### config.mk
export PLATFORM = sky130hd
export DESIGN_NAME = demux_scheduler
export DESIGN_NICKNAME = d
export VERILOG_FILES = /design/src/rtl/demux_pkg.sv /design/src/rtl/demux_slot.sv /design/src/rtl/demux_scheduler.sv
export SDC_FILE = /design/constraint.sdc
export NUM_CORES = 1
export LEC_CHECK = 0
export CAP_MARGIN = 20
export CORE_AREA = 2 2 39 41
export CTS_BUF_LIST = sky130_fd_sc_hd__clkbuf_16
export CTS_CLUSTER_SIZE = 20
export DETAILED_ROUTE_END_ITERATION = 8
export DIE_AREA = 0 0 41 43
export DONT_BUFFER_PORTS = 1
export PLACE_DENSITY = 0.58
export SLEW_MARGIN = 20
export SYNTH_ARGS = -nofsm -noshare
export SYNTH_HDL_FRONTEND = slang
export SYNTH_HIERARCHICAL = 1
export SYNTH_SLANG_ARGS = --single-unit
export TNS_END_PERCENT = 100
### constraint.sdc
create_clock -name clk -period 2.4 [get_ports clk]
set_input_delay 0.24 -clock clk [delete_from_list [all_inputs] [get_ports clk]]
set_output_delay 0.24 -clock clk [all_outputs]
set_load 0.01 [all_outputs]
### src/rtl/demux_pkg.sv
// Shared types and sizing helpers for the demux scheduler slice.
package demux_pkg;

  typedef enum logic {
    CH0 = 1'b0,
    CH1 = 1'b1
  } sel_e;

  // Burst counter width; a BURST of 1 still needs a 1-bit register.
  function automatic int cnt_w(input int burst);
    return (burst <= 1) ? 1 : $clog2(burst);
  endfunction

endpackage

### src/rtl/demux_slot.sv
// One-entry output holding register with valid/ready drain; a load wins over a same-cycle drain.
module demux_slot
  import demux_pkg::*;
#(
  parameter int WIDTH = 4
) (
  input  logic             clk,
  input  logic             rst,
  input  logic             load,
  input  logic [WIDTH-1:0] load_data,
  input  logic             ready,
  output logic             valid,
  output logic [WIDTH-1:0] data
);

  always_ff @(posedge clk) begin
    if (rst) begin
      valid <= 1'b0;
      data  <= '0;
    end else if (load) begin
      valid <= 1'b1;
      data  <= load_data;
    end else if (valid && ready) begin
      valid <= 1'b0;
    end
  end

endmodule

### src/rtl/demux_scheduler.sv
// Routes a valid/ready stream to two holding slots in fixed bursts, toggling the select after BURST accepts or on flush.
module demux_scheduler
  import demux_pkg::*;
#(
  parameter int WIDTH = 4,
  parameter int BURST = 4
) (
  input  logic             clk,
  input  logic             rst,
  input  logic             in_valid,
  input  logic [WIDTH-1:0] in_data,
  output logic             in_ready,
  output logic             out0_valid,
  output logic [WIDTH-1:0] out0_data,
  input  logic             out0_ready,
  output logic             out1_valid,
  output logic [WIDTH-1:0] out1_data,
  input  logic             out1_ready,
  output logic             sel,
  input  logic             flush
);

  localparam int CW = cnt_w(BURST);
  localparam logic [CW-1:0] LAST = CW'(BURST - 1);

  sel_e          sel_q, sel_d;
  logic [CW-1:0] cnt_q, cnt_d;
  logic          acc;

  assign in_ready = (sel_q == CH0) ? (!out0_valid || out0_ready)
                                   : (!out1_valid || out1_ready);
  assign acc = in_valid && in_ready;
  assign sel = (sel_q == CH1);

  always_ff @(posedge clk) begin
    if (rst) begin
      sel_q <= CH0;
      cnt_q <= '0;
    end else begin
      sel_q <= sel_d;
      cnt_q <= cnt_d;
    end
  end

  // Flush overrides the wrap logic, so a flush coinciding with the last word toggles only once.
  always_comb begin
    sel_d = sel_q;
    cnt_d = cnt_q;
    if (acc) begin
      if (cnt_q == LAST) begin
        cnt_d = '0;
        sel_d = (sel_q == CH0) ? CH1 : CH0;
      end else begin
        cnt_d = cnt_q + 1'b1;
      end
    end
    if (flush) begin
      cnt_d = '0;
      sel_d = (sel_q == CH0) ? CH1 : CH0;
    end
  end

  demux_slot #(.WIDTH(WIDTH)) u_slot0 (
    .clk       (clk),
    .rst       (rst),
    .load      (acc && (sel_q == CH0)),
    .load_data (in_data),
    .ready     (out0_ready),
    .valid     (out0_valid),
    .data      (out0_data)
  );

  demux_slot #(.WIDTH(WIDTH)) u_slot1 (
    .clk       (clk),
    .rst       (rst),
    .load      (acc && (sel_q == CH1)),
    .load_data (in_data),
    .ready     (out1_ready),
    .valid     (out1_valid),
    .data      (out1_data)
  );

endmodule

[Word level (Yosys, flattened, before mapping)]
Cells that the tools add are included.
Word-level totals
  bits of input ports: 10
  output and inout bits: 12
  register bits: 13
Operators by class
  add/subtract/negate cells: 1
  bitwise operators: 1
  reduce and logical (&&, ||, !) cells: 15
  equal/unequal tests: 1
  multiplexer cells: 10
Operator list (number)
  2-to-1 mux 1 bit: 9
  nonzero test 2 bit: 4
  logical AND 1 bit: 5
  adder 2 x 1 -> 2 bit, second input constant: 1
  equality test 2 bit, second input constant: 1
  zero test 1 bit: 2
  logical OR 1 bit: 2
  2-to-1 mux 2 bit: 1
  AND reduction 2 bit: 1
  OR reduction 2 bit: 1
  inverter 1 bit: 1

[Longest topological paths before layout]
Gate-level depths: netlist (run 1).
  depth in word-level cells: 6
  mapped depth: 5

[Hierarchy]
Netlist (run 1), hierarchy kept.
By module, submodules not included
  demux_slot: instances 2, area an instance 181.4 um2, cells an instance 17, seq. area each 100.1 um2
  demux_scheduler: instances 1, area an instance 202.7 um2, cells an instance 21, seq. area each 60.1 um2

[Least setup slack after synthesis (run 1)]
No wires, ideal clock.
  path kind: register to register
  start point: reg sel_q, in the netlist sel
  end point: reg cnt_q[0]
  buffers on the path: 0
  setup slack: 1205 ps
  cell stages (with the launch flop): 4
  arrival time: 1079 ps
  period minus slack after synthesis: 1195 ps
  path through: dfxtp_1 -> and3b_4 -> o311a_1 -> a41o_1
On the way
  longest elaborated chain between the ends: 2
Ends and longest elaborated chain
  start: declaration: line demux_scheduler.sv:26  | sel_e sel_q, sel_d;
  start signal: assignment: line demux_scheduler.sv:40  | sel_q <= sel_d;
  2-to-1 mux 1 bit: line demux_scheduler.sv:30  | assign in_ready = (sel_q == CH0) ? (!out0_valid || out0_ready)
  logical AND 1 bit: line demux_scheduler.sv:32  | assign acc = in_valid && in_ready;
  end signal: assignment: line demux_scheduler.sv:41  | cnt_q <= cnt_d;
  end: declaration: line demux_scheduler.sv:27  | logic [CW-1:0] cnt_q, cnt_d;
Every way passes these cells.
A chain may end at the register's enable or synchronous reset.

[Worst setup path after layout (run 1)]
  start point: reg sel_q, in the netlist sel
  end point: out in_ready
On the way
  longest elaborated chain between the ends: 1
Ends and longest elaborated chain
  2-to-1 mux 1 bit: line demux_scheduler.sv:30
  end: declaration: line demux_scheduler.sv:12  | output logic in_ready,
Every way passes these cells.

==> reports/summary.txt, run 1 <==
Syn Area/Cell - 10.3 sq um
Top-area cell type share of the netlist area - 46.0%
Vias per cell - 5.47
Post-CTS Setup Bufs - 0
Share of layout cells above drive strength 1 - 13.8%
Synth Net Count - 66
Top FF cell, synth - dfxtp_1
Arr. time, crit path - 1.14 ns
CTS tree - yes
Status - complete, no violations
Max Slew Vio Count - 0
Max Cap Viol - 0
Mapped Cells - 55
Synth Area in XOR/XNOR - 0%
First-pass detailed-route iteration total - 2
Critical path class - flip-flop to output pin
Crit end category - output pin
Simple-gate share of the synthesized area - 18.4%
Clock sinks - 13
1st-iter DRT viols - 2
R2r endpoint - u_slot0/data[0]$_SDFFE_PP0P_
Cts repair resizes - 0
P_leak - 0.282 nW
Count of cell types in the netlist - 17
Post-synth top cells - dfxtp_1 (13), nor2_1 (11), mux2i_1 (8)
Antenna violations before repair - 0
Starting density of the core - 40.9%
DR WL met3 - 77 um
Max_slew headroom - 78.3%
Mapped Area - 566 sq um
Post-synth top area cell - dfxtp_1
Post-Place Cells - 70
Largest net degree at the start of global routing - 13
Compound-Gate Fraction of Synth Area - 13.3%
RSZ-0062 raised after global routing - no
Max IR drop VDD - 510 uV
Die area - 1760 sq um
Post-synthesis sequential area ratio - 46.0%
Clk_lat worst skew - 0.24 ns
Met2 Wirelength - 493 um
# DRC - 0
Clk slew on worst S/H paths - 0.04 ns
Hold EP - u_slot1/data[3]$_SDFFE_PP0P_
Synth area leaders - dfxtp_1 (46%), mux2i_1 (14%), nor2_1 (7.3%)
Worst-Margin Slew - 0.325 ns
Number of H-tree levels - 1
Maximum clock rate - 0.723 GHz
CTS Root Cell - clkbuf_16
Hold buffers post-CTS - 0
Total gr overflow - 0
Synth Area in Adders - 2.21%
Layout Skew - 0.00292 ns
Core area - 1380 sq um
GRT Util Overall - 14.9%
Power Total - 0.000584 W
Highest metal used - met4
Antenna Nets Post-Route - 0
Vias in the first global route - 393
Post-synthesis mux area share - 14.2%
Drt total wl - 1030 um
Fin Setup TNS - 0 ns
Pwr dens - 899 nW/um^2
Post-synthesis async set-or-reset flop share - 0%
Worst-path fanout max - 7
Vias after detailed routing - 405
Final Wtd Congestion - 0.609
Hold Vio Cnt, Final - 0
Die Ht - 43 um
Req. time, crit path - 2.16 ns
Yosys reg bits - 13
R2r worst-path depth - 5
HPWL after DPL - 722 um
Synth warnings - 6
Setup Viol. Count Final - 0
EDFF count, synth - 0
Global-route wire length before repair - 1680 um
Die width - 41 um
Diode count - 0
Hold Path Stages - 1
Period minus WS final - 1.38 ns
CTS Buf Count - 3
Buffer levels on the longest clock path - 2
Hold Path Class - primary input to flip-flop
HP Start - rst
Syn-to-layout area delta - 14.8%
Post-Layout Cell Count - 74
Nets - 70
Count leader, synth - dfxtp_1
Crit share post-route - 57.6%
Wire per inst - 13.9 um
Metal-1 WL - 440 um
Ports - 22
Fillers - 137
Worst Setup Start Kind - flip-flop
Port Buf Inserts - 0
Multi-input gate area - 272 sq um
R2R Path Start - u_slot0/valid$_SDFFE_PP0P_
Largest family of logic cells by synthesized area - simple AND/OR/NAND/NOR gates
Worst R2R Setup Slack - 1.11 ns
Register area - 260 sq um
# rows - 14
cell usage in the layout, fill, tap and decap left out, types with 2 or more instances in the layout:
cell,synthesis,final
o311a_1,2,2
mux2i_1,8,8
nor2_1,11,11
nand2b_1,4,4
dfxtp_1,13,13
a41o_1,2,2
inv_1,3,4
clkbuf_16,0,3
a21oi_1,2,2
where the power goes:
group          internal [W]  leakage, nW  total [W]  switching (W)
Combinational     0.0000195        0.133  0.0000359      0.0000164
Clock              0.000219       0.0423   0.000304      0.0000846
Sequential         0.000229        0.106   0.000244      0.0000152
Total              0.000467        0.282   0.000584       0.000116
through the flow:
step | hold slack [ns] | instance area [sq um] | util [%] | setup WS (ns)
global placement | 0.311 | 571 | 41.2 | 1.13
CTS | 0.0638 | 649 | 46.9 | 1.00
floorplan | 0.309 | 566 | - | 1.21
detailed placement | 0.312 | 571 | 41.2 | 1.13
finish | 0.0673 | 649 | 46.9 | 1.02
global route | 0.0562 | 649 | 46.9 | 0.936
cell families after synthesis:
group	count (synthesis)
and+or+nand+nor	19
DFF	13
AOI/OAI and AO/OA	9
muxes	8
buffers and inverters	5
adders and majority gates	1
sequential cells by signal (all words and copies together), names as in the netlist:
name	cells
u_slot0/data	4
u_slot0/valid	1
sel	1
u_slot1/data	4
cnt_q	2
u_slot1/valid	1
cell type report:
| type | count | share of cell area, % |
|---|---|---|
| clock buffer | 3 | 11.6 |
| multi-input combinational | 37 | 41.8 |
| timing repair buffer | 1 | 1.16 |
| clock inverter | 1 | 0.578 |
| inverter | 3 | 1.73 |
| tap | 16 | 3.08 |
| sequential | 13 | 40.1 |
critical path, stage by stage, from the launching register on:
cell     delay, ns
dfxtp_1       0.39
and3b_4       0.24
nor2_1        0.28
worst max-delay path by stage:
stage | from | end | cells past startpoint
CTS | sel$_SDFFE_PP0P_ | in_ready | 2
floorplan | sel$_SDFFE_PP0P_ | cnt_q[0]$_SDFFE_PP0N_ | 3
finish | sel$_SDFFE_PP0P_ | in_ready | 2
global placement | sel$_SDFFE_PP0P_ | u_slot0/data[0]$_SDFFE_PP0P_ | 5
detailed placement | u_slot0/valid$_SDFFE_PP0P_ | u_slot0/data[0]$_SDFFE_PP0P_ | 5
global route | sel$_SDFFE_PP0P_ | in_ready | 2
routing by layer:
layer / GRT usage (%) / vias up
met5: 0 / -
met4: 10.0 / 0
met3: 6.81 / 2
met2: 20.6 / 15
met1: 17.6 / 183
li1: - / 205
(Power assumes the default switching activity.)
==> inputs of run 2 (changes only) <==
--- a/config.mk
+++ b/config.mk
@@ -5,6 +5,7 @@
 export SDC_FILE = /design/constraint.sdc
 export NUM_CORES = 1
 export LEC_CHECK = 0
+export ABC_AREA = 1
 export CAP_MARGIN = 20
 export CORE_AREA = 2 2 39 41
 export CTS_BUF_LIST = sky130_fd_sc_hd__clkbuf_16
@@ -12,7 +13,7 @@
 export DETAILED_ROUTE_END_ITERATION = 8
 export DIE_AREA = 0 0 41 43
 export DONT_BUFFER_PORTS = 1
-export PLACE_DENSITY = 0.58
+export PLACE_DENSITY = 0.56
 export SLEW_MARGIN = 20
 export SYNTH_ARGS = -nofsm -noshare
 export SYNTH_HDL_FRONTEND = slang
==> constraint.sdc (replaced) <==
create_clock -name clk -period 1.41 [get_ports clk]
set_input_delay 0.141 -clock clk [delete_from_list [all_inputs] [get_ports clk]]
set_output_delay 0.141 -clock clk [all_outputs]
set_load 0.01 [all_outputs]
==> run 2 against run 1 <==
Critical path depth increased by 6. Design area grew 2.9%. Sequential power is 73% higher. Core utilization rose by 1.4 points. Critical path type is now flip-flop to flip-flop.
==> reports/summary.txt, run 2 <==
Syn Area/Cell - 7.24 sq um (-30%)
Post-synth top cells - nor2_1 (19), dfxtp_1 (13), inv_1 (10), nand2_1 (10), o21ai_0 (8)
Mapped Area - 543 sq um (-4.0%)
Total gr overflow - 0 (unchanged)
Worst Setup Start Kind - flip-flop
CP Cell Sequence - nand3_1, nand3_2, inv_2, nand2_1, inv_1, inv_2, nor2_1, nor2_1
Core area - 1380 sq um (unchanged)
Top-area cell type share of the netlist area - 47.9% (+1.9 points)
Vias after detailed routing - 462 (+14%)
Max Cap Viol - 0 (unchanged)
Largest registers - u_slot0/data x4, u_slot1/data x4, cnt_q x2
Post-Layout Cell Count - 98 (+32%)
CP delay by family, top - simple AND/OR/NAND/NOR gates
Ports - 22 (unchanged)
Clock sinks - 13 (unchanged)
Status - complete, no violations
P_leak - 0.331 nW (+18%)
Vias per cell - 4.71 (-14%)
Slowest CP cell - dfxtp_2
Max IR drop VDD - 882 uV (+73%)
Most common cell after layout, fill and taps aside - nor2_1
Max Slew Vio Count - 0 (unchanged)
Largest net degree at the start of global routing - 8 (-5)
Pwr dens - 1520 nW/um^2 (+70%)
Post-synthesis async set-or-reset flop share - 0% (unchanged)
CTS tree - yes
CP bufs+invs - 3 (+3)
Req. time, crit path - 1.54 ns (-0.62 ns)
Setup Viol. Count Final - 0 (unchanged)
Nets - 94 (+34%)
Post-synth top area cell - dfxtp_1
EDFF count, synth - 0 (unchanged)
Worst-path fanout max - 5 (-2)
Levels on crit path - 8 (+6)
Hold Path Class - primary input to flip-flop
Final Wtd Congestion - 0.758 (+24%)
Commonest non-fill, non-tap cells in the layout - nor2_1 (19), dfxtp_1 (12), inv_1 (11), nand2_1 (10), o21ai_0 (8)
Crit end category - flip-flop
Drt total wl - 1060 um (+3.7%)
Clk slew on worst S/H paths - 0.04 ns (about the same)
# DRC - 0 (unchanged)
Die Ht - 43 um (unchanged)
Count of cell types in the netlist - 14 (-3)
Synth Net Count - 86 (+30%)
Post-synthesis sequential area ratio - 47.9% (+1.9 points)
Syn-to-layout area delta - 23.0%
Global-route wire length before repair - 1680 um (-0.42%)
Hold Vio Cnt, Final - 0 (unchanged)
Synth area leaders - dfxtp_1 (48%), nor2_1 (13%), o21ai_0 (7.4%)
RSZ-0062 raised after global routing - no
Port Buf Inserts - 0 (unchanged)
Period minus WS final - 1.21 ns
Count leader, synth - nor2_1
Worst stage delay on the critical path - 0.33 ns (-0.06 ns)
Diode count - 0 (unchanged)
Max_slew headroom - 87.4% (+9.2 points)
Synth warnings - 6 (unchanged)
First-pass detailed-route iteration total - 5 (+3)
CTS Root Cell - clkbuf_16
Wire per inst - 10.8 um (-22%)
Fillers - 147 (+7.3%)
Vias in the first global route - 451 (+15%)
Clk_lat worst skew - 0.24 ns (about the same)
GRT Util Overall - 14.9% (unchanged)
Layout Skew - 0.000803 ns (-0.00212 ns)
Starting density of the core - 39.2% (-1.6 points)
Die width - 41 um (unchanged)
Number of H-tree levels - 1 (unchanged)
CTS Buf Count - 3 (unchanged)
Multi-input gate area - 234 sq um (-14%)
HPWL after DPL - 843 um (+17%)
Antenna violations before repair - 0 (unchanged)
Register area - 262 sq um (+0.48%)
Worst-Margin Slew - 0.187 ns (-0.138 ns)
Die area - 1760 sq um (unchanged)
Buffer levels on the longest clock path - 2 (unchanged)
Hold Path Stages - 2 (+1)
Yosys reg bits - 13 (unchanged)
Power Total - 0.00102 W (+75%)
Final core utilization - 48.3% (+1.4 points)
Arr. time, crit path - 1.34 ns (+0.20 ns)
# rows - 14 (unchanged)
Mapped Cells - 75 (+36%)
R2r worst-path depth - 8 (+3)
1st-iter DRT viols - 4 (+2)
Critical path class - flip-flop to flip-flop
Post-CTS Setup Bufs - 0 (unchanged)
Maximum clock rate - 0.829 GHz
Top FF cell, synth - dfxtp_1
Crit share post-route - 85.6%
Post-Place Cells - 93 (+33%)
Antenna Nets Post-Route - 0 (unchanged)
Worst R2R Setup Slack - 0.20 ns (-0.91 ns)
Share of layout cells above drive strength 1 - 17.1% (+3.3 points)
Fin Setup TNS - 0 ns (unchanged)
-- run 2: cell count changes after synthesis, sizes merged, moves of 2 or more --
cell and delta:
o21ai +8, nor2 +8, inv +10, buf -2
o311a -2, a41o -2, a21oi +3, nand3 +3
nand2b -4, mux2i -8, nand2 +11
-- run 2: per-stage QoR --
stage | setup WS, ns | cell area, sq um | hold WS (ns)
after CTS | 0.126 | 667 | 0.0395
after detailed placement | 0.138 | 578 | 0.207
final | 0.203 | 668 | 0.0418
after global routing | 0.0614 | 668 | 0.0422
after global placement | 0.165 | 578 | 0.205
after floorplan | 0.260 | 543 | 0.203
-- run 2: cell families after synthesis --
family | after synthesis | synth area share, %
and+or+nand+nor | 35 | 27.4
AOI/OAI and AO/OA | 13 | 13.4
DFF | 13 | 47.9
adders and majority gates | 1 | 2.30
buffers and inverters | 13 | 8.99
-- run 2: worst paths after layout --
path | end | startpoint
max | u_slot0/data[0]$_SDFFE_PP0P_ | sel$_SDFFE_PP0P_
min | u_slot1/data[3]$_SDFFE_PP0P_ | in_data[3]
max reg2reg | u_slot0/data[0]$_SDFFE_PP0P_ | sel$_SDFFE_PP0P_
min reg2reg | cnt_q[1]$_SDFFE_PP0N_ | cnt_q[1]$_SDFFE_PP0N_
-- run 2: report_power, final --
part / total (W) / leakage [nW] / switching (W) / internal, W
registers: 0.000423 / 0.107 / 0.0000272 / 0.000396
clock network: 0.000517 / 0.0423 / 0.000145 / 0.000373
logic: 0.0000786 / 0.181 / 0.0000480 / 0.0000306
-- run 2: metal layers --
metal  vias to the layer above  share of wire (%)  GRT usage (%)
met5                         -                  0              0
met4                         0                4.1           16.0
met3                         5                9.5           2.62
met2                        18                 42           20.9
met1                       195                 44           16.9
li1                        244                  -              -
-- run 2: layout make-up --
type                    instances  area share (%)
multi-input cells              49            35.0
inverters                      13            7.30
well taps                      16            3.00
repair buffers                  3            3.75
clock buffers                   3            11.2
clock inverters                 1           0.562
flip-flops and latches         13            39.1
-- run 2: what timing repair did --
| action | 4_1_cts | 5_1_grt |
|---|---|---|
| hold endpoints to repair | 2 | 0 |
| hold buffers | 1 | 0 |
| gates resized for setup | 0 | 1 |
| setup endpoints to repair | 0 | 1 |
